File: src/rtl/display_pkg.sv
// Shared constants for the multiplexed 7-segment display controller:
// glyph codes, segment patterns and the scan FSM state encoding.
package display_pkg;

  localparam logic [4:0] CODE_BLANK = 5'h10;
  localparam logic [4:0] CODE_DASH  = 5'h11;

  localparam logic [6:0] SEG_OFF  = 7'h7F;
  localparam logic [6:0] SEG_DASH = 7'h3F;

  localparam logic [1:0] ST_IDLE  = 2'd0;
  localparam logic [1:0] ST_SHOW  = 2'd1;
  localparam logic [1:0] ST_BLANK = 2'd2;

endpackage

File: src/rtl/seg7_glyph_dec.sv
// Combinational 5-bit glyph code to active-low {g,f,e,d,c,b,a} decoder.
// One instance is shared by every digit position of the scanner.
module seg7_glyph_dec
  import display_pkg::*;
(
  input  logic [4:0] i_code,
  output logic [6:0] o_seg
);

  // Hex glyphs, a dash, everything else dark.
  always_comb begin
    o_seg = SEG_OFF;
    case (i_code)
      5'h00:     o_seg = 7'h40;
      5'h01:     o_seg = 7'h79;
      5'h02:     o_seg = 7'h24;
      5'h03:     o_seg = 7'h30;
      5'h04:     o_seg = 7'h19;
      5'h05:     o_seg = 7'h12;
      5'h06:     o_seg = 7'h02;
      5'h07:     o_seg = 7'h78;
      5'h08:     o_seg = 7'h00;
      5'h09:     o_seg = 7'h10;
      5'h0A:     o_seg = 7'h08;
      5'h0B:     o_seg = 7'h03;
      5'h0C:     o_seg = 7'h46;
      5'h0D:     o_seg = 7'h21;
      5'h0E:     o_seg = 7'h06;
      5'h0F:     o_seg = 7'h0E;
      CODE_DASH: o_seg = SEG_DASH;
      default:   o_seg = SEG_OFF;
    endcase
  end

endmodule

File: src/rtl/display_scan_ctrl.sv
// Time-multiplexed common-anode 7-segment scanner with a shared decoder.
// Define DISPLAY_SCAN_BLANK_EN to add a dark BLANK gap at each slot end.
module display_scan_ctrl
  import display_pkg::*;
#(
  parameter int NUM_DIGITS   = 4,
  parameter int PRESCALE     = 50000,
  parameter int BLANK_CYCLES = 16
) (
  input  logic                          clk,
  input  logic                          rst_n,
  input  logic                          enable,
  input  logic                          wr_en,
  input  logic [$clog2(NUM_DIGITS)-1:0] wr_addr,
  input  logic [4:0]                    wr_code,
  output logic [6:0]                    seg_n,
  output logic [NUM_DIGITS-1:0]         dig_n,
  output logic [$clog2(NUM_DIGITS)-1:0] scan_idx,
  output logic                          frame_tick
);

  localparam int AW = $clog2(NUM_DIGITS);
  localparam int CW = $clog2(PRESCALE);

`ifdef DISPLAY_SCAN_BLANK_EN
  localparam int SHOW_LEN = PRESCALE - BLANK_CYCLES;
  localparam logic [CW-1:0] BLANK_LAST = CW'(BLANK_CYCLES - 1);
`else
  localparam int SHOW_LEN = PRESCALE;
`endif

  localparam logic [CW-1:0] SHOW_LAST = CW'(SHOW_LEN - 1);
  localparam logic [AW-1:0] LAST_IDX  = AW'(NUM_DIGITS - 1);
  localparam logic [AW:0]   NUM_D     = (AW+1)'(NUM_DIGITS);

  if (NUM_DIGITS < 2 || PRESCALE < 4 ||
      BLANK_CYCLES < 1 || BLANK_CYCLES > PRESCALE - 2) begin : g_param_err
    $error("display_scan_ctrl: parameter out of range");
  end

  logic [4:0]            r_code [NUM_DIGITS];
  logic [1:0]            r_state;
  logic [CW-1:0]         r_cnt;
  logic [AW-1:0]         r_idx;
  logic                  r_wrap;
  logic [6:0]            r_seg;
  logic [NUM_DIGITS-1:0] r_dig;
  logic [AW-1:0]         r_scan;
  logic                  r_tick;

  logic                  w_addr_ok;
  logic [4:0]            w_code;
  logic [6:0]            w_seg;
  logic [AW-1:0]         w_idx_next;
  logic                  w_idx_wrap;
  logic [NUM_DIGITS-1:0] w_dig_sel;

  assign w_addr_ok  = {1'b0, wr_addr} < NUM_D;
  assign w_code     = r_code[r_idx];
  assign w_idx_wrap = (r_idx == LAST_IDX);
  assign w_idx_next = w_idx_wrap ? '0 : r_idx + 1'b1;
  assign w_dig_sel  = ~(NUM_DIGITS'(1) << r_idx);

  seg7_glyph_dec u_dec (
    .i_code (w_code),
    .o_seg  (w_seg)
  );

  // Code register file; writes land on the same edge they are sampled.
  always_ff @(posedge clk) begin
    if (!rst_n) begin
      for (int i = 0; i < NUM_DIGITS; i++) r_code[i] <= CODE_BLANK;
    end else if (wr_en && w_addr_ok) begin
      r_code[wr_addr] <= wr_code;
    end
  end

  // Scan FSM: slot counter, digit index and wrap flag.
  always_ff @(posedge clk) begin
    if (!rst_n || !enable) begin
      r_state <= ST_IDLE;
      r_cnt   <= '0;
      r_idx   <= '0;
      r_wrap  <= 1'b0;
    end else begin
      r_wrap <= 1'b0;
      case (r_state)
        ST_IDLE: begin
          r_state <= ST_SHOW;
          r_cnt   <= '0;
          r_idx   <= '0;
        end
        ST_SHOW: begin
          if (r_cnt == SHOW_LAST) begin
            r_cnt <= '0;
`ifdef DISPLAY_SCAN_BLANK_EN
            r_state <= ST_BLANK;
`else
            r_idx  <= w_idx_next;
            r_wrap <= w_idx_wrap;
`endif
          end else begin
            r_cnt <= r_cnt + 1'b1;
          end
        end
`ifdef DISPLAY_SCAN_BLANK_EN
        ST_BLANK: begin
          if (r_cnt == BLANK_LAST) begin
            r_cnt   <= '0;
            r_state <= ST_SHOW;
            r_idx   <= w_idx_next;
            r_wrap  <= w_idx_wrap;
          end else begin
            r_cnt <= r_cnt + 1'b1;
          end
        end
`endif
        default: begin
          r_state <= ST_IDLE;
          r_cnt   <= '0;
          r_idx   <= '0;
        end
      endcase
    end
  end

  // Output registers; digit select and segments move on the same edge.
  always_ff @(posedge clk) begin
    if (!rst_n || !enable) begin
      r_seg  <= SEG_OFF;
      r_dig  <= '1;
      r_scan <= '0;
      r_tick <= 1'b0;
    end else begin
      r_scan <= r_idx;
      r_tick <= r_wrap;
      if (r_state == ST_SHOW) begin
        r_seg <= w_seg;
        r_dig <= w_dig_sel;
      end else begin
        r_seg <= SEG_OFF;
        r_dig <= '1;
      end
    end
  end

  assign seg_n      = r_seg;
  assign dig_n      = r_dig;
  assign scan_idx   = r_scan;
  assign frame_tick = r_tick;

endmodule

File: config.mk
export PLATFORM = sky130hd
export DESIGN_NAME = display_scan_ctrl
export DESIGN_NICKNAME = d
export VERILOG_FILES = /design/src/rtl/display_pkg.sv /design/src/rtl/seg7_glyph_dec.sv /design/src/rtl/display_scan_ctrl.sv
export SDC_FILE = /design/constraint.sdc
export NUM_CORES = 1
export LEC_CHECK = 0
export ABC_AREA = 1
export CORE_MARGIN = 4
export CORE_UTILIZATION = 60
export CTS_BUF_LIST = sky130_fd_sc_hd__clkbuf_4
export DETAILED_ROUTE_END_ITERATION = 12
export PLACE_DENSITY = 0.93
export SYNTH_ARGS = -nofsm -noshare
export SYNTH_HDL_FRONTEND = slang
export SYNTH_HIERARCHICAL = 1
export SYNTH_SLANG_ARGS = --single-unit
File: constraint.sdc
create_clock -name clk -period 3.91 [get_ports clk]
set_clock_uncertainty 0.1 [all_clocks]
set_input_delay 0.782 -clock clk [delete_from_list [all_inputs] [get_ports clk]]
set_output_delay 0.782 -clock clk [all_outputs]
set_load 0.03 [all_outputs]
# --- After elaboration in Yosys (flattened, before gate mapping) ---
# Memory sizes are Yosys's and may differ from the RTL's. A register that Yosys moved wholly into a read port is not among the register bits.
# Cells that the tools add are included.
# Widths: inputs -> output; s select.
word_totals:
  regBits: 28
  latch_bits: 0
  ramBits: 20
  mem_bits_ro: 224
  in_bits: 11
  output_inout_bits: 14
  mem_count: 2
op_classes:
  n_addsub: 2
  n_mul: 0
  div: 0
  magnitude_cmp: 0
  eq_ne: 3
  shift: 1
  n_mux: 11
  bitwise_logic: 3
  reduce_logical: 8
mem_list:
  columns: ["memory", "depth", "width", "read_ports", "rd_ports_with_merged_regs", "wr", "line_no", "source"]
  rows:
  - ["(no name shown)", 32, 7, 1, 1, 0, "seg7_glyph_dec.sv:13", "case (i_code)"]
  - ["r_code", 4, 5, 1, 1, 4, "display_scan_ctrl.sv:41", "logic [4:0] r_code [NUM_DIGITS];"]
ops:
  columns: ["operator", "n"]
  rows:
  - ["$add 16x1->16 const B", 1]
  - ["$eq 16x16->1 const B", 1]
  - ["$mux 2", 4]
  - ["$reduce_or 3->1", 2]
  - ["$mux 1", 5]
  - ["$mux 5", 1]
  - ["$reduce_or 5->1", 1]
  - ["$not 4->4", 1]
  - ["$pmux 2 s2", 1]
  - ["$shl 1x2->4 const A", 1]
  - ["$add 2x1->2 const B", 1]
  - ["$eq 2x1->1 const B", 1]
  - ["$eq 2x2->1 const B", 1]
  - ["$logic_not 1->1", 2]
  - ["$logic_not 2->1", 1]
  - ["$not 1->1", 2]
  - ["$reduce_or 2->1", 1]
  - ["$logic_or 1x1->1", 1]

# --- Logic depth before layout (Yosys ltp) ---
# Gate-level depths: netlist (run 1).
depth:
  ltp_word: 5
  ltp_mapped: 10
  ltp_nobuf: 10

# --- By module ---
# Netlist (run 1), hierarchy kept.
modules_own_cells:
  columns: ["module", "n_inst", "cells_each", "area_per_inst_um2"]
  rows:
  - ["display_scan_ctrl", 1, 260, 2307.2]
  - ["seg7_glyph_dec", 1, 49, 294.0]

# --- Worst setup path after synthesis (run 1) ---
# OpenSTA, ideal clock, no wires.
synth_path:
  path_type: "register to register"
  startpoint: "reg with a tool-made name"
  endpoint: "reg r_seg[3] (netlist: seg_n[3])"
  setup_time_ps: 123
  t_arrival_ps: 1907
  required_ps: 3687
  path_slack_ps: 1780
  path_stages_with_launch: 10
  path_buffers: 1
  synth_period_minus_slack_ps: 2130
  cell_sequence: "dfxtp_1 clkbuf_1 o21ai_0 o22ai_1 inv_1 ha_1 nand2_1 nand3_1 nand3_1 or2_2"
synth_rtl:
  columns: ["element", "line_no", "source"]
  rows:
  - ["end, declared", "display_scan_ctrl.sv:46", "logic [6:0] r_seg;"]

==> summary.txt, run 1 <==
status = finished, final reports clean
WS Path Type = reg -> reg
ys flop type = dfxtp_1
starting density of the core = 63.7%
LEAKAGE = 1.15 nW
crit-path max FO = 11
Tightest Hold Check Type = reg -> reg
Hold Startpoint = r_wrap
WHS Endpoint = frame_tick
clk buf depth = 2
ranking of synthesized cells by area = dfxtp_1, edfxtp_1, nor2_1
commonest non-fill, non-tap cell in the layout = nor2_1
worst path arrival time = 2.61 ns
Die X-Extent = 73.8 um
Yosys reg bits = 56
Resized Gates After CTS = 0
Yosys cell types = 29
crit end category = flip-flop
CP required = 4.10 ns
final wirelength = 4.65 mm
number of flops mapped to enable cells by yosys = 20
CP max stage delay = 0.53 ns
final period utilization = 61.9%
area leader, netlist = dfxtp_1
Core Region = 4090 um^2
most frequent cells in the layout = nor2_1, nand2_1, dfxtp_1
Area growth, synth to finish = 12.8%
number of max-cap violations = 0
# hold bufs at CTS = 0
initial antenna violation count = 0
ys async rst share = 0%
routed via count = 2037
min cycle time layout = 2.42 ns
VDD IR max = 0.000225 V
CP cell instances = clkinv_1 > o21ai_0 > o22ai_1 > inv_1 > ha_1 > nand2_1 > nor3_1 > a21oi_2 > or2_2
sequential fraction of the synthesis area = 50.8%
Num CTS Buffers = 5
Die Y = 73.8 um
slowest CP cell = dfxtp_1
Mapped Cells = 309
RSZ-0062 raised after global routing = false
Clock Sink Count = 56
RR Endpoint = seg_n[6]
layout cells sized above 1 = 10.7%
clock root cell = clkbuf_4
GRT overflow = 0
Final setup violation count = 0
startpoint types = flip-flop
syn avg cell area = 8.42 um^2
routability cong. = 0.865
FMAX = 413 MHz
Worst Tran Pin Value = 0.968 ns
Slew Limit Fails = 0
Cell Area, Synth = 2600 um^2
TritonCTS clock tree = built
detailed placer's ending HPWL = 3.54 mm
Fin Hold WS = 0.323 ns
via/cell ratio = 5.25
DR DRC count = 0
Max transition margin = 35.5%
pwr dens = 324 nW/um^2
Clk pin slew, worst setup/hold paths = 0.15 ns
initial drt markers = 219
Syn Nets = 332
Max H-tree Level = 2
n_diodes = 0
first drt pass iteration count = 5
Total Die Area = 5450 um^2
number of global-route vias before repair = 1843
I/O Pins = 25
row cnt = 23
Skew-Pair Late Insertion Delay = 0.39 ns
Core Util, Final = 71.8%
reg2reg setup slack = 1.49 ns
Synthesis Warnings = 6
Global Route Usage Sum = 18.9%
setup TNS = 0 ns
largest net degree at the start of global routing = 18
antenna-violating nets left = 0
worst reg-to-reg path cell count = 9
port bufs = 24
top cell type's share of synthesized area = 27.7%
# Post-CTS Setup Buffers = 0
Nets = 360
first-pass GRT wire length = 7.84 mm
routed len/inst = 12.0 um
hold-critical path depth = 2
final hold vios = 0
[sequential cells by signal, summed over array words and instances (netlist names), named ones only]
name and count:
r_code 20, r_cnt 16, seg_n 7, dig_n 4, r_idx 2, scan_idx 2, frame_tick 1, r_state 1
r_wrap 1
[cell usage after synthesis (2+ instances only)]
cell,number
nor2_1,55
nand2_1,52
dfxtp_1,36
inv_1,34
nand3_1,24
edfxtp_1,20
ha_1,12
o21ai_0,12
or2_2,10
a21oi_1,7
nand2_2,5
nor2_2,5
o22ai_1,5
inv_2,4
o211ai_1,4
nand4_1,3
o21ai_1,3
xnor2_1,3
buf_6,2
nor3_1,2
o21bai_1,2
xor2_1,2
[layer usage]
metal | up-vias | global-route usage (%) | wire length (um)
met3 | 11 | 4.24 | 264
met1 | 910 | 22.8 | 2110
met2 | 66 | 32.9 | 2210
met4 | 0 | 6.84 | 63
met5 | - | 0 | 0
li1 | 1050 | - | -
[area by class of cell]
class	instances	area, um^2
flip-flops and latches	56	1320
fillers	309	1150
multi-input cells	210	1100
repair buffers	24	240
inverters	40	151
well taps	50	62.6
clock buffers	5	37.5
clock inverters	3	18.8
[logic make-up (layout without fill, tap and decap cells)]
| group | after synthesis | count (layout) | share of synthesized area (%) |
|---|---|---|---|
| xor gates and xnor gates | 5 | 5 | 1.68 |
| AOI/OAI and AO/OA | 34 | 34 | 7.50 |
| DFF | 56 | 56 | 50.8 |
| buffers and inverters | 43 | 72 | 6.83 |
| and+or+nand+nor | 159 | 159 | 27.4 |
| adders and majority gates | 12 | 12 | 5.77 |
[worst max-delay path by stage]
stage	depth (start not counted)	end	slack (ns)
global route	9	seg_n[6]	1.27
floorplan	9	seg_n[3]	1.78
CTS	9	seg_n[6]	1.55
finish	9	seg_n[6]	1.49
global placement	7	r_code[0][0]	1.38
detailed placement	7	r_code[0][4]	1.25
[per-stage QoR]
stage	setup slack, ns	instance area [um^2]	cells	power [mW]
2_1_floorplan	1.78	2600	309	0.691
3_3_place_gp	1.38	2880	380	0.715
3_5_place_dp	1.25	2880	380	0.719
4_1_cts	1.55	2930	388	0.956
5_1_grt	1.27	2930	388	0.985
6_report	1.49	2930	388	0.951
[power breakdown]
group | internal [mW] | total [mW] | leakage, nW | switching (mW)
Clock | 0.0680 | 0.243 | 0.0249 | 0.175
Combinational | 0.0291 | 0.0793 | 0.634 | 0.0502
Sequential | 0.622 | 0.628 | 0.487 | 0.00608
Total | 0.719 | 0.951 | 1.15 | 0.232
[worst max-delay path: cells and delay by family (launching register included)]
family	cells	cell delay [ns]
flops	1	0.53
simple gates	3	0.56
compound gates	3	0.48
buf+inv	2	0.47
fa+ha+maj	1	0.19
No activity file was read; power rests on OpenSTA's default activity.
==> run 2: changes to the inputs <==
CORE_UTILIZATION = 59   (was 60)
PLACE_DENSITY = 0.92   (was 0.93)
clock period = 2.3 ns   (was 3.91 ns; I/O delays follow)
==> summary.txt, run 2 (same netlist as run 1, synthesis figures left out) <==
status = finished, final reports clean
CP max stage delay = 0.43 ns
Clk pin slew, worst setup/hold paths = 0.14 ns
I/O Pins = 25
fin area = 2970 um^2
Clk pwr share = 25.7%
FILL cells = 330
pwr dens = 546 nW/um^2
Core Region = 4140 um^2
layout cells sized above 1 = 12.4%
Switching Power = 371 uW
FMAX = 466 MHz
Die Y = 74.4 um
LEAKAGE = 1.17 nW
first drt pass iteration count = 4
number of max-cap violations = 0
Combinational Power Share = 8.5%
crit-path max FO = 11
Area growth, synth to finish = 14.1%
min cycle time layout = 2.15 ns
placed instance area = 2890 um^2
Tightest Hold Check Type = reg -> reg
Cell Int Power = 1.25 mW
GRT overflow = 0
Num CTS Buffers = 5
Nets = 361
critical path's top delay family = simple AND/OR/NAND/NOR gates
Top reg by flops = r_code
n_diodes = 0
initial antenna violation count = 0
clock root cell = clkbuf_4
Skew-Pair Late Insertion Delay = 0.36 ns
Sw Ratio = 22.9%
startpoint types = flip-flop
via/cell ratio = 5.26
Worst Tran Pin Value = 0.616 ns
first-pass GRT wire length = 8.05 mm
Total Die Area = 5540 um^2
starting density of the core = 62.8%
final hold vios = 0
Clock Sink Count = 56
number of global-route vias before repair = 1965
crit end category = flip-flop
routability cong. = 0.812
max FFs per register = 20
Max H-tree Level = 2
most frequent CP cell = nand3_1
multi-input logic area = 1120 um^2
row cnt = 23
antenna-violating nets left = 0
TritonCTS clock tree = built
largest net degree at the start of global routing = 17
worst path arrival time = 2.31 ns
Design Power = 1.62 mW
DR DRC count = 0
port bufs = 24
Die X-Extent = 74.4 um
commonest non-fill, non-tap cell in the layout = nor2_1
WS Path Type = reg -> reg
initial drt markers = 235
clk buf depth = 2
CP cell instances = clkinvlp_4 > o21ai_0 > o22ai_2 > inv_1 > ha_1 > nand3_1 > nand3_1 > or2_2
CP required = 2.46 ns
Final setup violation count = 0
detailed placer's ending HPWL = 3.61 mm
final wirelength = 4.79 mm
Max transition margin = 58.9%
Flop pwr share = 65.8%
most frequent cells in the layout = nor2_1, nand2_1, dfxtp_1
Global Route Usage Sum = 18.9%
Sequential Area = 1330 um^2
VDD IR max = 0.000304 V
CP Buf/Inv Count = 2
routed len/inst = 12.3 um
final period utilization = 93.3%
# Post-CTS Setup Buffers = 0
slowest CP cell = dfxtp_4
routed via count = 2045
Slew Limit Fails = 0
run 2: worst paths after layout:
path                   from         end  slack [ns]  cells past startpoint
hold / removal       r_wrap  frame_tick        0.33                      2
hold reg to reg      r_wrap  frame_tick        0.33                      2
setup reg to reg  flip-flop    seg_n[1]        0.15                      8
setup / recovery  flip-flop    seg_n[1]        0.15                      8
run 2: power groups by stage:
| stage | sequential, mW | combinational (mW) | clock (mW) |
|---|---|---|---|
| 3_3_place_gp | 1.09 | 0.129 | 0 |
| 2_1_floorplan | 1.09 | 0.0852 | 0 |
| 4_1_cts | 1.07 | 0.135 | 0.423 |
| 3_5_place_dp | 1.09 | 0.134 | 0 |
| 6_report | 1.07 | 0.137 | 0.417 |
| 5_1_grt | 1.07 | 0.153 | 0.455 |
run 2: layout make-up:
type	count	share of cell area, %
sequential	56	44.6
multi-input combinational	210	37.8
timing repair buffer	25	8.35
inverter	40	5.23
tap	50	2.11
clock buffer	7	1.77
clock inverter	1	0.126
run 2: per-stage QoR:
step | hold WS, ns | instances | setup WS (ns) | setup TNS, ns | utilization [%]
floorplan | 0.294 | 309 | 0.170 | 0 | -
global placement | 0.296 | 381 | 0.115 | 0 | 69.6
detailed placement | 0.307 | 381 | 0.0227 | 0 | 69.6
CTS | 0.327 | 389 | 0.0545 | 0 | 71.0
global route | 0.346 | 389 | -0.0333 | -0.0599 | 71.6
finish | 0.326 | 389 | 0.153 | 0 | 71.6
run 2: repair_timing:
action,CTS,global route
hold buffers,0,0
cloned,0,0
setup endpoints to repair,2,7
resized for setup,1,5
run 2: routing by layer:
| layer | global-route usage (%) | part of all wire (%) | routed length [um] | vias to the layer above |
|---|---|---|---|---|
| li1 | - | - | - | 1058 |
| met1 | 21.6 | 42 | 2020 | 905 |
| met2 | 33.9 | 50 | 2380 | 70 |
| met3 | 3.78 | 5.8 | 276 | 12 |
| met4 | 8.89 | 2.3 | 112 | 0 |
| met5 | 0 | 0 | 0 | - |
run 2: worst min-delay path: stages, from the launching register on:
cell and delay, ns:
dfxtp_1 0.33, inv_1 0.04, nor2_1 0.03
==> RTL edit 1 (flow settings as in run 1) <==
Reset style: asynchronous (`rst_n`), changed in one clocked block.
--- a/src/rtl/display_scan_ctrl.sv
+++ b/src/rtl/display_scan_ctrl.sv
@@ -69,3 +69,3 @@
   // Code register file; writes land on the same edge they are sampled.
-  always_ff @(posedge clk) begin
+  always_ff @(posedge clk or negedge rst_n) begin
     if (!rst_n) begin
Check against the original RTL: no difference found for any inputs over 10 cycles, from zero or initial values and one cycle with rst_n low; that may be too few to reach the edited logic, so the function may still have changed.
==> RTL edit 1 against run 1 <==
  * Worst setup slack got worse by 170 ps
  * Wire length increased by 7.8%
  * Global-route usage is 1.7 points higher
  * Design area fell by 0.85%
  * Fmax down 6.4%
  * Largest cell class unchanged
  * Highest routed layer unchanged
  * Sequential cell count is 2 lower
  * Synthesized area decreased by 1.7%
Power is not compared: it rests on default switching activity, and its combinational part moved more than twofold at a synthesized area within 25%.
==> RTL edit 1: results (changes against run 1) <==
worst_setup_path:
  critical_path.max_fanout: 15  # +4
  crit_family: "compound AO/OA/AOI/OAI gates"
  critical-path-max-stage-delay_ps: 760  # +230 ps
  cp.arrival_ps: 2810  # +200 ps
  crit_slowest_cell: "o22ai_1"
global_route:
  grt.total_usage_pct: 20.66  # +1.7 points
  grt_max_degree: 22  # +4
  grt_pass1_wl_mm: 8.728  # +11%
placement:
  dpl.hpwl_mm: 3.618  # +2.2%
  dpl_cell_area_um2: 2831  # -1.6%
  dp.cells: 402  # +5.8%
logic_synthesis:
  synthTopCellsByArea: "dfxtp_1 27%, dfrtp_1 16%, nand2_1 11%"
  synth-seq-area-share_pct: 46.40  # -4.4 points
  synth_xor_area_share_pct: 1.371  # -0.31 points
  synth_fa_ha_area_share_pct: 5.874  # +0.10 points
  synth_compound_area_share_pct: 12.14  # +4.6 points
  synth_common_cells: "73 x nand2_1, 43 x inv_1, 39 x nor2_1, 34 x dfxtp_1, 34 x o21ai_0"
  synth_nets: 355  # +6.9%
  avgSynthCellArea_um2: 7.699  # -8.5%
layout:
  fill_cells: 308  # -0.32%
  fin_cells: 410  # +5.7%
  nets: 382  # +6.1%
route:
  viasPerCell: 5.349  # +1.9%
  wl_per_cell_um: 12.22  # +2.0%
  initialDrtViolationCount: 214  # -2.3%
timing:
  holdWs_ps: 339.0  # +16.08 ps
  maxSlewHeadroom_pct: 33.99  # -1.5 points
clock_network:
  htree_levels: 2  # unchanged
run_status:
  status: "finished clean"
RTL edit 1: cell types whose count changed after synthesis, moves of 3 or more:
cell,run 1,this run
inv_1,34,43
dfstp_2,0,4
or2_2,10,3
o21ai_0,12,34
nand2_2,5,2
nor2_1,55,39
dfrtp_1,0,16
edfxtp_1,20,0
nand2_1,52,73
RTL edit 1: cells by family after synthesis:
| group | count (synthesis) |
|---|---|
| AO/OA/AOI/OAI | 57 |
| XOR/XNOR | 4 |
| adder cells (fa/ha/maj) | 12 |
| buffers and inverters | 51 |
| flip-flops | 54 |
| AND/OR/NAND/NOR | 154 |
RTL edit 1: path summary, 6_finish.rpt:
kind                            cells after the start          to
worst min-delay path                                2  frame_tick
min in group asynchronous                           2   r_code[6]
max in group asynchronous                           2  r_code[14]
worst max-delay path                                9    seg_n[6]
worst min register to register                      2  frame_tick
worst max register to register                      9    seg_n[6]
RTL edit 1: layout make-up:
class	instances	area, um2	area share (%)
sequential	54	1186	40.77
multi-input combinational	227	1162	39.96
timing repair buffer	25	247.7	8.516
inverter	46	172.7	5.935
tap	50	62.56	2.151
clock inverter	3	40.04	1.376
clock buffer	5	37.54	1.290
RTL edit 1: power by group:
part / switching, uW / internal, uW / total, uW
combinational: 107 / 63.5 / 170
sequential: 19.6 / 594 / 614
clock: 171 / 133 / 303
RTL edit 1: routing by layer:
layer | track usage, % | vias to the layer above | routed length (um) | share of wire [%]
met4 | 7.787 | 0 | 94 | 1.9
li1 | - | 1115 | - | -
met2 | 33.57 | 86 | 2301 | 46
met3 | 5.062 | 13 | 380 | 7.6
met5 | 0 | - | 0 | 0
met1 | 26.53 | 979 | 2235 | 45
==> RTL edit 2 (flow settings as in run 1) <==
Made on the original files. The parameter `NUM_DIGITS` goes from 4 to 2.
--- a/src/rtl/display_scan_ctrl.sv
+++ b/src/rtl/display_scan_ctrl.sv
@@ -5,3 +5,3 @@
 #(
-  parameter int NUM_DIGITS   = 4,
+  parameter int NUM_DIGITS   = 2,
   parameter int PRESCALE     = 50000,
Ports: changed (resized dig_n, scan_idx and wr_addr); port bits go from 25 to 21. No check against the original RTL was run, so the function may have changed too.
==> RTL edit 2 against run 1 <==
  * Sequential cell count decreased by 15
  * Wire length decreased by 24%
  * Die area shrank 20%
  * Synthesized area shrank 22%
  * Register-to-register slack better by 410 ps
  * Worst setup slack improved by 180 ps
  * Design area is 20% lower
  * Worst hold slack improved by 22 ps
  * Global-route usage is 0.30 points lower
  * Power fell by 9.8%
  * First-iteration DRC count shrank 49%
  * Critical endpoint is now seg_n[6]
  * Largest cell class is now multi-input combinational cells
  * Largest power group unchanged
==> RTL edit 2: results (changes against run 1) <==
power:
  swShare_pct: 21.55  # -2.8 points
  p_leak_uw: 0.0009392  # -18%
  vdd_drop_max_uv: 220.8  # -2.1%
global_route:
  grt_util_met1_pct: 21.48  # -1.3 points
  grt_max_degree: 15  # -3
  grt_use_met2_pct: 31.85  # -1.0 points
  grt_pass1_wl_mm: 6.237  # -20%
  grt.total_usage_pct: 18.62  # -0.30 points
  grt_pass1_vias: 1527  # -17%
  use_met3_pct: 4.592  # +0.35 points
placement:
  dp.cells: 314  # -17%
  io_buffers: 20  # -17%
  dpl.hpwl_mm: 2.696  # -24%
  gp_congestion: 0.8417  # -2.6%
logic_synthesis:
  synth_edf_count: 10  # -50%
  synth_common_cells: "50 x nand2_1, 35 x inv_1, 33 x nor2_1, 31 x dfxtp_1, 26 x nand3_1"
  synthTopCellsByArea: "dfxtp_1 31%, edfxtp_1 15%, nand2_1 9.3%"
  synth_nets: 271  # -18%
  synth-seq-area-share_pct: 45.40  # -5.4 points
  syn_inst: 253  # -18%
worst_setup_path:
  r2r_slack_ps: 1900  # +410 ps
  reg2reg_depth: 7  # -2
  cp.arrival_ps: 1360  # -1250 ps
  crit_family: "buffers and inverters"
  critical-path-max-stage-delay_ps: 680  # +150 ps
clock_network:
  clk_latency_ps: 350  # -40 ps
  path_clk_slew_ps: 120  # -30 ps
layout:
  top_register: "r_cnt"
  fill_cells: 241  # -22%
  fin_cells: 322  # -17%
  nets: 295  # -18%
  multi_input_area_um2: 928.4  # -16%
  largest_reg_flops: 16  # -20%
route:
  initialDrtViolationCount: 111  # -49%
  dr.pass1.iters: 4  # -1
  wl_per_cell_um: 10.96  # -8.5%
  viasPerCell: 5.000  # -4.8%
timing:
  worst_pin_slew_ps: 320.2  # -647.7 ps
run_status:
  status: "finished clean"
## RTL edit 2: cell count changes after synthesis, moves of 7 or more
cell      before  now
nor2_1        55   33
nor2_2         5   12
edfxtp_1      20   10
o21ai_0       12    1
## RTL edit 2: worst min-delay path by stage
stage,depth (start not counted),start,slack (ps),to
after global placement,2,r_wrap,300,frame_tick
after floorplan,1,r_idx,290,dig_n[1]
final,1,r_idx,340,dig_n[1]
after CTS,1,r_idx,340,dig_n[1]
after global routing,2,r_wrap,360,frame_tick
after detailed placement,2,r_wrap,310,frame_tick
## RTL edit 2: power by group through the flow
stage               logic (uW)  clock network, uW  registers [uW]
floorplan                 52.3                  0             459
global placement          71.3                  0             457
detailed placement        74.0                  0             458
CTS                       74.5                337             448
global route              84.9                355             449
finish                    74.9                334             448
## RTL edit 2: layout make-up
cell class / instances / share of cell area, %
Timing Repair Buffer: 20 / 8.529
Multi-Input combinational cell: 172 / 39.55
Tap cell: 44 / 2.345
Sequential cell: 41 / 39.23
Clock inverter: 3 / 2.772
Inverter: 37 / 5.970
Clock buffer: 5 / 1.599
## RTL edit 2: cells by family (layout without fill, tap and decap cells)
logic type                 count (synthesis)  in the layout  synth area share [%]
and+or+nand+nor                          142            142                 32.26
DFF                                       41             41                 45.40
buffers and inverters                     40             65                 8.822
AOI/OAI and AO/OA                         12             12                 3.639
adders and majority gates                  8              8                 4.935
xor gates and xnor gates                   5              5                 2.159
muxes                                      5              5                 2.776
## RTL edit 2: per-stage QoR
step | hold WS [ps] | area [um2] | utilization, % | total power [uW] | worst slack, ps
3_5_place_dp | 309.3 | 2245 | 71.19 | 531.8 | 1565
6_report | 344.7 | 2347 | 74.44 | 857.2 | 1667
5_1_grt | 357.2 | 2347 | 74.44 | 889.3 | 1605
4_1_cts | 341.1 | 2347 | 74.44 | 859.6 | 1635
3_3_place_gp | 300.4 | 2245 | 71.19 | 528.6 | 1619
2_1_floorplan | 292.4 | 2028 | - | 511.5 | 2108
## RTL edit 2: metal layers
layer  vias to the layer above  share of wire, %
li1                        846                 -
met1                       699                44
met2                        54                47
met3                        11               6.3
met4                         0               2.1
met5                         -                 0
